[src/rtl/ahbl_pkg.sv]
// ahbl_pkg: shared AHB-Lite constants and types for the two-master arbiter.
//   - HTRANS encodings (IDLE/BUSY/NONSEQ/SEQ)
//   - HSIZE encodings (BYTE/HALF/WORD)
//   - mst_idx_t: index of one of the two masters
// No ports; imported by the arbiter, its hold sub-module and the testbench.
package ahbl_pkg;

    localparam logic [1:0] HTRANS_IDLE   = 2'b00;
    localparam logic [1:0] HTRANS_BUSY   = 2'b01;
    localparam logic [1:0] HTRANS_NONSEQ = 2'b10;
    localparam logic [1:0] HTRANS_SEQ    = 2'b11;

    localparam logic [2:0] HSIZE_BYTE = 3'b000;
    localparam logic [2:0] HSIZE_HALF = 3'b001;
    localparam logic [2:0] HSIZE_WORD = 3'b010;

    localparam int NUM_MASTERS = 2;

    typedef logic mst_idx_t;

endpackage

[src/rtl/ahbl_arbiter_2m_if.sv]
// ahbl_arbiter_2m_if: bundle of both master-side AHB-Lite ports and the
// shared slave-side port of the two-master arbiter.
//   M0_* / M1_*  : master address/control/write data in, HREADY/HRDATA out
//   S_*          : granted address phase and write data out, HREADY/HRDATA in
// Modports:
//   master : the environment (masters + downstream slave) that drives the
//            arbiter's inputs and observes its outputs
//   slave  : the arbiter itself, which serves the masters' requests
interface ahbl_arbiter_2m_if #(
    parameter int AW = 32,
    parameter int DW = 32
);
    logic [AW-1:0] M0_HADDR;
    logic [1:0]    M0_HTRANS;
    logic [2:0]    M0_HSIZE;
    logic          M0_HWRITE;
    logic [DW-1:0] M0_HWDATA;
    logic          M0_HREADY;
    logic [DW-1:0] M0_HRDATA;

    logic [AW-1:0] M1_HADDR;
    logic [1:0]    M1_HTRANS;
    logic [2:0]    M1_HSIZE;
    logic          M1_HWRITE;
    logic [DW-1:0] M1_HWDATA;
    logic          M1_HREADY;
    logic [DW-1:0] M1_HRDATA;

    logic [AW-1:0] S_HADDR;
    logic [1:0]    S_HTRANS;
    logic [2:0]    S_HSIZE;
    logic          S_HWRITE;
    logic [DW-1:0] S_HWDATA;
    logic          S_HREADY;
    logic [DW-1:0] S_HRDATA;

    modport master (
        output M0_HADDR, M0_HTRANS, M0_HSIZE, M0_HWRITE, M0_HWDATA,
        input  M0_HREADY, M0_HRDATA,
        output M1_HADDR, M1_HTRANS, M1_HSIZE, M1_HWRITE, M1_HWDATA,
        input  M1_HREADY, M1_HRDATA,
        input  S_HADDR, S_HTRANS, S_HSIZE, S_HWRITE, S_HWDATA,
        output S_HREADY, S_HRDATA
    );

    modport slave (
        input  M0_HADDR, M0_HTRANS, M0_HSIZE, M0_HWRITE, M0_HWDATA,
        output M0_HREADY, M0_HRDATA,
        input  M1_HADDR, M1_HTRANS, M1_HSIZE, M1_HWRITE, M1_HWDATA,
        output M1_HREADY, M1_HRDATA,
        output S_HADDR, S_HTRANS, S_HSIZE, S_HWRITE, S_HWDATA,
        input  S_HREADY, S_HRDATA
    );
endinterface

[src/rtl/ahbl_arb_hold.sv]
// ahbl_arb_hold: held address-phase register and pending flag for one master.
// A request that could not be forwarded is captured here and replayed to the
// slave later, while the arbiter keeps the master stalled.
// Ports:
//   clk, srst                 clock, synchronous active-high reset
//   capture                   load live_* and set pending
//   clear                     held request was accepted by the slave
//   live_haddr/htrans/hsize/hwrite   master's live address phase
//   pending                   a held request is waiting
//   held_haddr/htrans/hsize/hwrite   the held address phase
module ahbl_arb_hold
    import ahbl_pkg::*;
#(
    parameter int AW = 32
) (
    input  logic          clk,
    input  logic          srst,
    input  logic          capture,
    input  logic          clear,
    input  logic [AW-1:0] live_haddr,
    input  logic [1:0]    live_htrans,
    input  logic [2:0]    live_hsize,
    input  logic          live_hwrite,
    output logic          pending,
    output logic [AW-1:0] held_haddr,
    output logic [1:0]    held_htrans,
    output logic [2:0]    held_hsize,
    output logic          held_hwrite
);

    logic          pending_reg;
    logic [AW-1:0] haddr_reg;
    logic [1:0]    htrans_reg;
    logic [2:0]    hsize_reg;
    logic          hwrite_reg;

    always_ff @(posedge clk) begin
        if (srst) begin
            pending_reg <= 1'b0;
            haddr_reg   <= '0;
            htrans_reg  <= HTRANS_IDLE;
            hsize_reg   <= '0;
            hwrite_reg  <= 1'b0;
        end else if (clear) begin
            pending_reg <= 1'b0;
        end else if (capture) begin
            // capture only happens while not pending (master ready is low
            // while pending), so clear and capture never compete
            pending_reg <= 1'b1;
            haddr_reg   <= live_haddr;
            htrans_reg  <= live_htrans;
            hsize_reg   <= live_hsize;
            hwrite_reg  <= live_hwrite;
        end
    end

    assign pending     = pending_reg;
    assign held_haddr  = haddr_reg;
    assign held_htrans = htrans_reg;
    assign held_hsize  = hsize_reg;
    assign held_hwrite = hwrite_reg;

endmodule

[src/rtl/ahbl_arbiter_2m.sv]
// ahbl_arbiter_2m: two-master AHB-Lite arbiter sharing one slave-side bus.
// Uncontended address phases pass straight through; a phase that cannot be
// forwarded is buffered in ahbl_arb_hold and its master is stalled via HREADY.
// Ports:
//   HCLK     clock, all state on the rising edge
//   HRESET   synchronous active-high reset
//   bus      ahbl_arbiter_2m_if.slave: M0_*/M1_* master ports, S_* slave port
// Build option:
//   AHBL_ARB_RR_EN  defined -> round-robin on collisions (non-last-grant wins)
//                   undefined -> fixed priority, M0 over M1
module ahbl_arbiter_2m
    import ahbl_pkg::*;
#(
    parameter int AW = 32,
    parameter int DW = 32
) (
    input  logic               HCLK,
    input  logic               HRESET,
    ahbl_arbiter_2m_if.slave   bus
);

    // master ports gathered into arrays so per-master logic is generated
    logic [AW-1:0] m_haddr  [NUM_MASTERS];
    logic [1:0]    m_htrans [NUM_MASTERS];
    logic [2:0]    m_hsize  [NUM_MASTERS];
    logic          m_hwrite [NUM_MASTERS];
    logic [DW-1:0] m_hwdata [NUM_MASTERS];

    assign m_haddr[0]  = bus.M0_HADDR;
    assign m_htrans[0] = bus.M0_HTRANS;
    assign m_hsize[0]  = bus.M0_HSIZE;
    assign m_hwrite[0] = bus.M0_HWRITE;
    assign m_hwdata[0] = bus.M0_HWDATA;
    assign m_haddr[1]  = bus.M1_HADDR;
    assign m_htrans[1] = bus.M1_HTRANS;
    assign m_hsize[1]  = bus.M1_HSIZE;
    assign m_hwrite[1] = bus.M1_HWRITE;
    assign m_hwdata[1] = bus.M1_HWDATA;

    logic     data_valid_reg;
    mst_idx_t data_owner_reg;
    logic     hold_valid_reg;
    mst_idx_t hold_owner_reg;
    mst_idx_t last_grant_reg;

    logic [NUM_MASTERS-1:0] pending;
    logic [NUM_MASTERS-1:0] ready;
    logic [NUM_MASTERS-1:0] live_req;
    logic [NUM_MASTERS-1:0] req;
    logic [NUM_MASTERS-1:0] capture;
    logic [NUM_MASTERS-1:0] clear;

    logic [AW-1:0] held_haddr  [NUM_MASTERS];
    logic [1:0]    held_htrans [NUM_MASTERS];
    logic [2:0]    held_hsize  [NUM_MASTERS];
    logic          held_hwrite [NUM_MASTERS];

    logic [AW-1:0] src_haddr  [NUM_MASTERS];
    logic [1:0]    src_htrans [NUM_MASTERS];
    logic [2:0]    src_hsize  [NUM_MASTERS];
    logic          src_hwrite [NUM_MASTERS];

    logic     grant_valid;
    mst_idx_t grant;
    logic     accept;

    assign accept = grant_valid && bus.S_HREADY;

    generate
        for (genvar gi = 0; gi < NUM_MASTERS; gi++) begin : g_master
            // a pending master is stalled; the data-phase owner sees the
            // slave's ready; everyone else is free to issue
            assign ready[gi] = pending[gi] ? 1'b0 :
                               (data_valid_reg && (data_owner_reg == mst_idx_t'(gi))) ?
                               bus.S_HREADY : 1'b1;
            assign live_req[gi] = m_htrans[gi][1] && ready[gi];
            assign req[gi]      = pending[gi] || live_req[gi];

            assign src_haddr[gi]  = pending[gi] ? held_haddr[gi]  : m_haddr[gi];
            assign src_htrans[gi] = pending[gi] ? held_htrans[gi] : m_htrans[gi];
            assign src_hsize[gi]  = pending[gi] ? held_hsize[gi]  : m_hsize[gi];
            assign src_hwrite[gi] = pending[gi] ? held_hwrite[gi] : m_hwrite[gi];

            // a live request that does not leave this cycle is buffered,
            // including one granted during a slave wait state
            assign clear[gi]   = accept && (grant == mst_idx_t'(gi));
            assign capture[gi] = live_req[gi] && !clear[gi];

            ahbl_arb_hold #(.AW(AW)) u_hold (
                .clk         (HCLK),
                .srst        (HRESET),
                .capture     (capture[gi]),
                .clear       (clear[gi]),
                .live_haddr  (m_haddr[gi]),
                .live_htrans (m_htrans[gi]),
                .live_hsize  (m_hsize[gi]),
                .live_hwrite (m_hwrite[gi]),
                .pending     (pending[gi]),
                .held_haddr  (held_haddr[gi]),
                .held_htrans (held_htrans[gi]),
                .held_hsize  (held_hsize[gi]),
                .held_hwrite (held_hwrite[gi])
            );
        end
    endgenerate

    // grant selection; a grant issued during wait states is held so the
    // presented address phase stays stable until the slave takes it
    always_comb begin
        grant_valid = 1'b0;
        grant       = 1'b0;
        if (hold_valid_reg) begin
            grant_valid = 1'b1;
            grant       = hold_owner_reg;
        end else begin
`ifdef AHBL_ARB_RR_EN
            if (req[0] && req[1]) begin
                grant_valid = 1'b1;
                grant       = ~last_grant_reg;
            end else if (req[0]) begin
                grant_valid = 1'b1;
                grant       = 1'b0;
            end else if (req[1]) begin
                grant_valid = 1'b1;
                grant       = 1'b1;
            end
`else
            if (req[0]) begin
                grant_valid = 1'b1;
                grant       = 1'b0;
            end else if (req[1]) begin
                grant_valid = 1'b1;
                grant       = 1'b1;
            end
`endif
        end
    end

    always_comb begin
        bus.S_HADDR  = '0;
        bus.S_HTRANS = HTRANS_IDLE;
        bus.S_HSIZE  = '0;
        bus.S_HWRITE = 1'b0;
        if (grant_valid) begin
            bus.S_HADDR  = src_haddr[grant];
            bus.S_HSIZE  = src_hsize[grant];
            bus.S_HWRITE = src_hwrite[grant];
            // a change of owner breaks any burst, so the slave must see NONSEQ
            bus.S_HTRANS = (grant != last_grant_reg) ? HTRANS_NONSEQ : src_htrans[grant];
        end
    end

    assign bus.S_HWDATA  = data_valid_reg ? m_hwdata[data_owner_reg] : '0;
    assign bus.M0_HREADY = ready[0];
    assign bus.M1_HREADY = ready[1];
    assign bus.M0_HRDATA = bus.S_HRDATA;
    assign bus.M1_HRDATA = bus.S_HRDATA;

    always_ff @(posedge HCLK) begin
        if (HRESET) begin
            data_valid_reg <= 1'b0;
            data_owner_reg <= 1'b0;
            hold_valid_reg <= 1'b0;
            hold_owner_reg <= 1'b0;
            last_grant_reg <= 1'b1;
        end else begin
            if (accept) begin
                data_valid_reg <= 1'b1;
                data_owner_reg <= grant;
                last_grant_reg <= grant;
            end else if (bus.S_HREADY) begin
                data_valid_reg <= 1'b0;
            end

            if (accept) begin
                hold_valid_reg <= 1'b0;
            end else if (grant_valid && !bus.S_HREADY) begin
                hold_valid_reg <= 1'b1;
                hold_owner_reg <= grant;
            end
        end
    end

endmodule

[src/flat_wrapper.sv]
// flat-port wrapper written by rule: the top's interface ports become plain ports
module ahbl_arbiter_2m_flat import ahbl_pkg::*;
#(
    parameter int AW = 32,
    parameter int DW = 32
)
  (HCLK, HRESET, bus_M0_HADDR, bus_M0_HTRANS, bus_M0_HSIZE, bus_M0_HWRITE, bus_M0_HWDATA, bus_M0_HREADY, bus_M0_HRDATA, bus_M1_HADDR, bus_M1_HTRANS, bus_M1_HSIZE, bus_M1_HWRITE, bus_M1_HWDATA, bus_M1_HREADY, bus_M1_HRDATA, bus_S_HADDR, bus_S_HTRANS, bus_S_HSIZE, bus_S_HWRITE, bus_S_HWDATA, bus_S_HREADY, bus_S_HRDATA);
  ahbl_arbiter_2m_if #(.AW(AW), .DW(DW)) bus_i ();
  input  logic HCLK;
  input  logic HRESET;
  input wire logic [$bits(bus_i.M0_HADDR)-1:0] bus_M0_HADDR;
  input wire logic [$bits(bus_i.M0_HTRANS)-1:0] bus_M0_HTRANS;
  input wire logic [$bits(bus_i.M0_HSIZE)-1:0] bus_M0_HSIZE;
  input wire logic [$bits(bus_i.M0_HWRITE)-1:0] bus_M0_HWRITE;
  input wire logic [$bits(bus_i.M0_HWDATA)-1:0] bus_M0_HWDATA;
  output wire logic [$bits(bus_i.M0_HREADY)-1:0] bus_M0_HREADY;
  output wire logic [$bits(bus_i.M0_HRDATA)-1:0] bus_M0_HRDATA;
  input wire logic [$bits(bus_i.M1_HADDR)-1:0] bus_M1_HADDR;
  input wire logic [$bits(bus_i.M1_HTRANS)-1:0] bus_M1_HTRANS;
  input wire logic [$bits(bus_i.M1_HSIZE)-1:0] bus_M1_HSIZE;
  input wire logic [$bits(bus_i.M1_HWRITE)-1:0] bus_M1_HWRITE;
  input wire logic [$bits(bus_i.M1_HWDATA)-1:0] bus_M1_HWDATA;
  output wire logic [$bits(bus_i.M1_HREADY)-1:0] bus_M1_HREADY;
  output wire logic [$bits(bus_i.M1_HRDATA)-1:0] bus_M1_HRDATA;
  output wire logic [$bits(bus_i.S_HADDR)-1:0] bus_S_HADDR;
  output wire logic [$bits(bus_i.S_HTRANS)-1:0] bus_S_HTRANS;
  output wire logic [$bits(bus_i.S_HSIZE)-1:0] bus_S_HSIZE;
  output wire logic [$bits(bus_i.S_HWRITE)-1:0] bus_S_HWRITE;
  output wire logic [$bits(bus_i.S_HWDATA)-1:0] bus_S_HWDATA;
  input wire logic [$bits(bus_i.S_HREADY)-1:0] bus_S_HREADY;
  input wire logic [$bits(bus_i.S_HRDATA)-1:0] bus_S_HRDATA;
  assign bus_i.M0_HADDR = bus_M0_HADDR;
  assign bus_i.M0_HTRANS = bus_M0_HTRANS;
  assign bus_i.M0_HSIZE = bus_M0_HSIZE;
  assign bus_i.M0_HWRITE = bus_M0_HWRITE;
  assign bus_i.M0_HWDATA = bus_M0_HWDATA;
  assign bus_M0_HREADY = bus_i.M0_HREADY;
  assign bus_M0_HRDATA = bus_i.M0_HRDATA;
  assign bus_i.M1_HADDR = bus_M1_HADDR;
  assign bus_i.M1_HTRANS = bus_M1_HTRANS;
  assign bus_i.M1_HSIZE = bus_M1_HSIZE;
  assign bus_i.M1_HWRITE = bus_M1_HWRITE;
  assign bus_i.M1_HWDATA = bus_M1_HWDATA;
  assign bus_M1_HREADY = bus_i.M1_HREADY;
  assign bus_M1_HRDATA = bus_i.M1_HRDATA;
  assign bus_S_HADDR = bus_i.S_HADDR;
  assign bus_S_HTRANS = bus_i.S_HTRANS;
  assign bus_S_HSIZE = bus_i.S_HSIZE;
  assign bus_S_HWRITE = bus_i.S_HWRITE;
  assign bus_S_HWDATA = bus_i.S_HWDATA;
  assign bus_i.S_HREADY = bus_S_HREADY;
  assign bus_i.S_HRDATA = bus_S_HRDATA;
  ahbl_arbiter_2m #(.AW(AW), .DW(DW)) u_core (.HCLK(HCLK), .HRESET(HRESET), .bus(bus_i));
endmodule
[config.mk]
export PLATFORM = sky130hd
export DESIGN_NAME = ahbl_arbiter_2m_flat
export DESIGN_NICKNAME = d
export VERILOG_FILES = /design/src/rtl/ahbl_pkg.sv /design/src/rtl/ahbl_arbiter_2m_if.sv /design/src/rtl/ahbl_arb_hold.sv /design/src/rtl/ahbl_arbiter_2m.sv /design/src/flat_wrapper.sv
export SDC_FILE = /design/constraint.sdc
export NUM_CORES = 1
export LEC_CHECK = 0
export BUFFER_PORTS_ARGS = -buffer_cell sky130_fd_sc_hd__buf_2
export CORE_MARGIN = 2
export CORE_UTILIZATION = 43
export DETAILED_ROUTE_END_ITERATION = 16
export PLACE_DENSITY_LB_ADDON = 0.1
export SETUP_SLACK_MARGIN = 0.1
export SKIP_LAST_GASP = 1
export SYNTH_ARGS = -nofsm -noshare
export SYNTH_HDL_FRONTEND = slang
export SYNTH_HIERARCHICAL = 1
export SYNTH_SLANG_ARGS = --single-unit
[constraint.sdc]
create_clock -name HCLK -period 2.1 [get_ports HCLK]
set_input_delay 0.42 -clock HCLK [delete_from_list [all_inputs] [get_ports HCLK]]
set_output_delay 0.42 -clock HCLK [all_outputs]
set_load 0.01 [all_outputs]
==> reports/metrics.cfg <==
[outcome]
status=complete, but fails checks
violations=negative setup slack

[logic_synthesis]
ys_seq_area_share_pct=25.11
ys_warn_count=6
ys_types=38
synth_top_flop_cell=dfxtp_1
syn_area_per_cell_sq_um=8.917
netlist_instances=742
syn_nets=917
synth_area_sq_mm=0.006616
synth_top_area_share_pct=25.11
yosysTopAreaCell=dfxtp_1
async_flop_share_pct=0
synth_edf_count=0
synth_common_cells=dfxtp_1 (83), nand2b_1 (79), nand4bb_1 (76), mux2i_1 (70), buf_4 (68)
ys_ff_latch=83
synth.most_common_cell=dfxtp_1
synthTopCellsByArea=dfxtp_1 (25%), nand4bb_1 (13%), mux2i_1 (11%), buf_4 (7.7%), nand2b_1 (7.5%)

[global_routing]
grt_max_degree=89
use_met1_pct=28.17
met2_usage_pct=40.83
grt_util_met3_pct=6.052
grtUsageTotal_pct=23.27
grt_pass1_wl_um=30420
grt_remaining_overflow=0
grt.busiest_layer=met2
antenna_found_initial=3
grt_pass1_vias=5983

[power_and_ir_drop]
clockPowerShare_pct=30.1
leakage_nw=3.411
seqPwrFrac_pct=34.0
intPower_mw=3.488
finalPower_mw=5.146
pwr-share-comb_pct=36.0
vdd_drop_max_mv=0.5333
p_switching_mw=1.658
cellPowerDensity_mw_per_mm2=609.5
swShare_pct=32.22

[worst_setup_path]
path_class=reg2out
worst_r2r_path_depth=7
cp.arrival_ns=2.03
reg2reg_from=u_core/data_owner_reg$_SDFFE_PP0P_
cp.required_ns=1.68
crit_fanout=12
cp-end-kind=primary output
reg2reg_slack_ns=-0.21
cp-start-kind=flop
r2r_end=u_core/g_master[1].u_hold/held_hwrite$_SDFFE_PP0P_

[sta]
skew_ns=0.005904
layout_setup_ws_ns=-0.3528
tightest_slew_ns=0.8130
finalCriticalPeriod_ns=2.453
slew_headroom_pct=45.68
finalCritPeriodShare_pct=116.8
max_clock_freq_mhz=407.7
hold_violations=0
rsz0062_at_grt=yes
slew_viol_final=0
setup_viol=77

[die]
rows=45
start_util_pct=43.68
die_w_um=128.0
dieArea_sq_mm=0.01640
coreArea_sq_mm=0.01515
io_pins=311
fp.dieH_um=128.0

[cts]
clk_path_buf_depth=2
clock-sinks=83
cts_max_level=3
root_buffer=clkbuf_16
path_clk_slew_ns=0.06
cts_tree=yes
cts_buffers=9
insertion_delay_ns=0.34
hold_buffers=0

[hold_path]
worstHoldPathType=in2reg
hp-start=bus_M0_HSIZE[0]
min_to=u_core/g_master[0].u_hold/held_hsize[0]$_SDFFE_PP0P_
holdPathStages=3

[routing]
drtPass1Iterations=4
drt_wl_total_um=20010
num_vias=6062
drtIter0Drc=351
postRouteAntennaNets=0
viasPerCell=5.603
detail_route.wl_per_cell_um=18.50
drc=0

[finish]
syn2layout_area_growth_pct=27.61
largest_reg_flops=64
post-route-cell-area_sq_mm=0.008443
layout-drive-gt1-share_pct=46.70
n_fill_cell=1344
final_nets=1064

[flow_run]
maxCapViolCount=0

[place]
port_buffers=214
hpwl_um=13050
place_area_sq_mm=0.007691
place.gp.congestion=0.8223

==> worst max-delay path by stage <==
| stage | slack, ns | startpoint | depth (start not counted) | to |
|---|---|---|---|---|
| after floorplan | 0.07 | u_core/data_owner_reg$_SDFFE_PP0P_ | 6 | bus_S_HADDR[10] |
| after global placement | -0.45 | bus_M0_HTRANS[1] | 6 | u_core/g_master[0].u_hold/held_haddr[30]$_SDFFE_PP0P_ |
| after detailed placement | -0.53 | bus_M0_HTRANS[1] | 6 | u_core/g_master[0].u_hold/held_haddr[30]$_SDFFE_PP0P_ |
| after CTS | -0.38 | u_core/data_owner_reg$_SDFFE_PP0P_ | 6 | bus_S_HADDR[29] |
| after global routing | -0.42 | u_core/data_owner_reg$_SDFFE_PP0P_ | 6 | bus_S_HADDR[25] |
| final | -0.35 | u_core/data_owner_reg$_SDFFE_PP0P_ | 6 | bus_S_HADDR[25] |
==> worst max-delay path, stage by stage (launching register included) <==
cell and delay, ns:
dfxtp_2 0.32, or3b_4 0.42, a211oi_4 0.30, nand2_4 0.16, buf_12 0.19, o2bb2ai_2 0.14
buf_2 0.15
==> metal layers <==
metal  share of wire (%)  routed length, um
met4                 1.1                230
met3                 6.1               1226
met5               0.065                 13
met2                  48               9658
met1                  44               8884
==> metrics by stage <==
stage	hold WS, ns	setup slack, ns	instances	setup TNS [ns]	utilization [%]
after floorplan	0.4382	0.06801	742	0	-
after detailed placement	0.4561	-0.5257	1055	-38.81	50.78
after global placement	0.4480	-0.4527	1055	-35.19	50.78
after global routing	0.3590	-0.4167	1082	-24.26	55.75
final	0.3561	-0.3528	1082	-18.54	55.75
after CTS	0.3450	-0.3830	1074	-21.45	53.44
==> cell type report <==
class | instances | area, sq um | area share [%]
antenna | 1 | 2.502 | 0.02964
clock buffer | 13 | 270.3 | 3.201
clock inverter | 2 | 10.01 | 0.1186
inverter | 3 | 11.26 | 0.1334
multi-input combinational | 521 | 4503 | 53.33
sequential | 83 | 1667 | 19.74
tap | 188 | 235.2 | 2.786
timing repair buffer | 271 | 1744 | 20.66
==> what timing repair did <==
action | in CTS | in global routing
gates resized for setup | 13 | 37
cloned | 1 | 4
setup endpoints to repair | 147 | 113
pin swaps | 2 | 3
buffers inserted | 3 | 3
==> power by group through the flow <==
stage                     sequential [mW]  clock, mW  combinational [mW]
after floorplan                      1.76          0                1.20
after global placement               1.77          0                1.60
after detailed placement             1.78          0                1.63
after CTS                            1.74       1.59                1.69
after global routing                 1.76       1.64                1.98
final                                1.75       1.55                1.85
==> cells by family (layout without fill, tap and decap cells) <==
group	count (synthesis)	after routing	share of synthesized area, %
AO/OA/AOI/OAI	164	164	17.28
buffers and inverters	140	289	13.28
flip-flops	83	83	25.11
multiplexers	107	107	16.89
other	0	1	0
AND/OR/NAND/NOR	248	250	27.44
==> placed cells by master, fill, tap and decap left out, types with 2 or more instances in the layout <==
| master | netlist | layout |
|---|---|---|
| mux2_1 | 5 | 5 |
| nor2b_4 | 0 | 4 |
| dfxtp_2 | 0 | 4 |
| o2bb2ai_2 | 0 | 28 |
| buf_2 | 16 | 206 |
| o21ai_2 | 40 | 40 |
| dfxtp_1 | 83 | 79 |
| nor2_1 | 7 | 7 |
| nand2b_1 | 79 | 79 |
| clkbuf_8 | 0 | 3 |
| a21oi_1 | 3 | 2 |
| mux2i_2 | 0 | 4 |
| buf_12 | 0 | 8 |
| mux2_2 | 32 | 32 |
| buf_6 | 10 | 12 |
| nor2b_1 | 34 | 33 |
| o21ai_1 | 22 | 22 |
| nand2_1 | 40 | 39 |
| clkinv_2 | 0 | 2 |
| o21ai_0 | 54 | 54 |
| mux2i_1 | 70 | 65 |
| clkbuf_16 | 0 | 12 |
| inv_1 | 2 | 2 |
| o2bb2ai_4 | 0 | 7 |
| buf_4 | 68 | 40 |
| nor3_1 | 4 | 4 |
| nand4bb_1 | 76 | 76 |
Power figures use the tool's default switching activity.
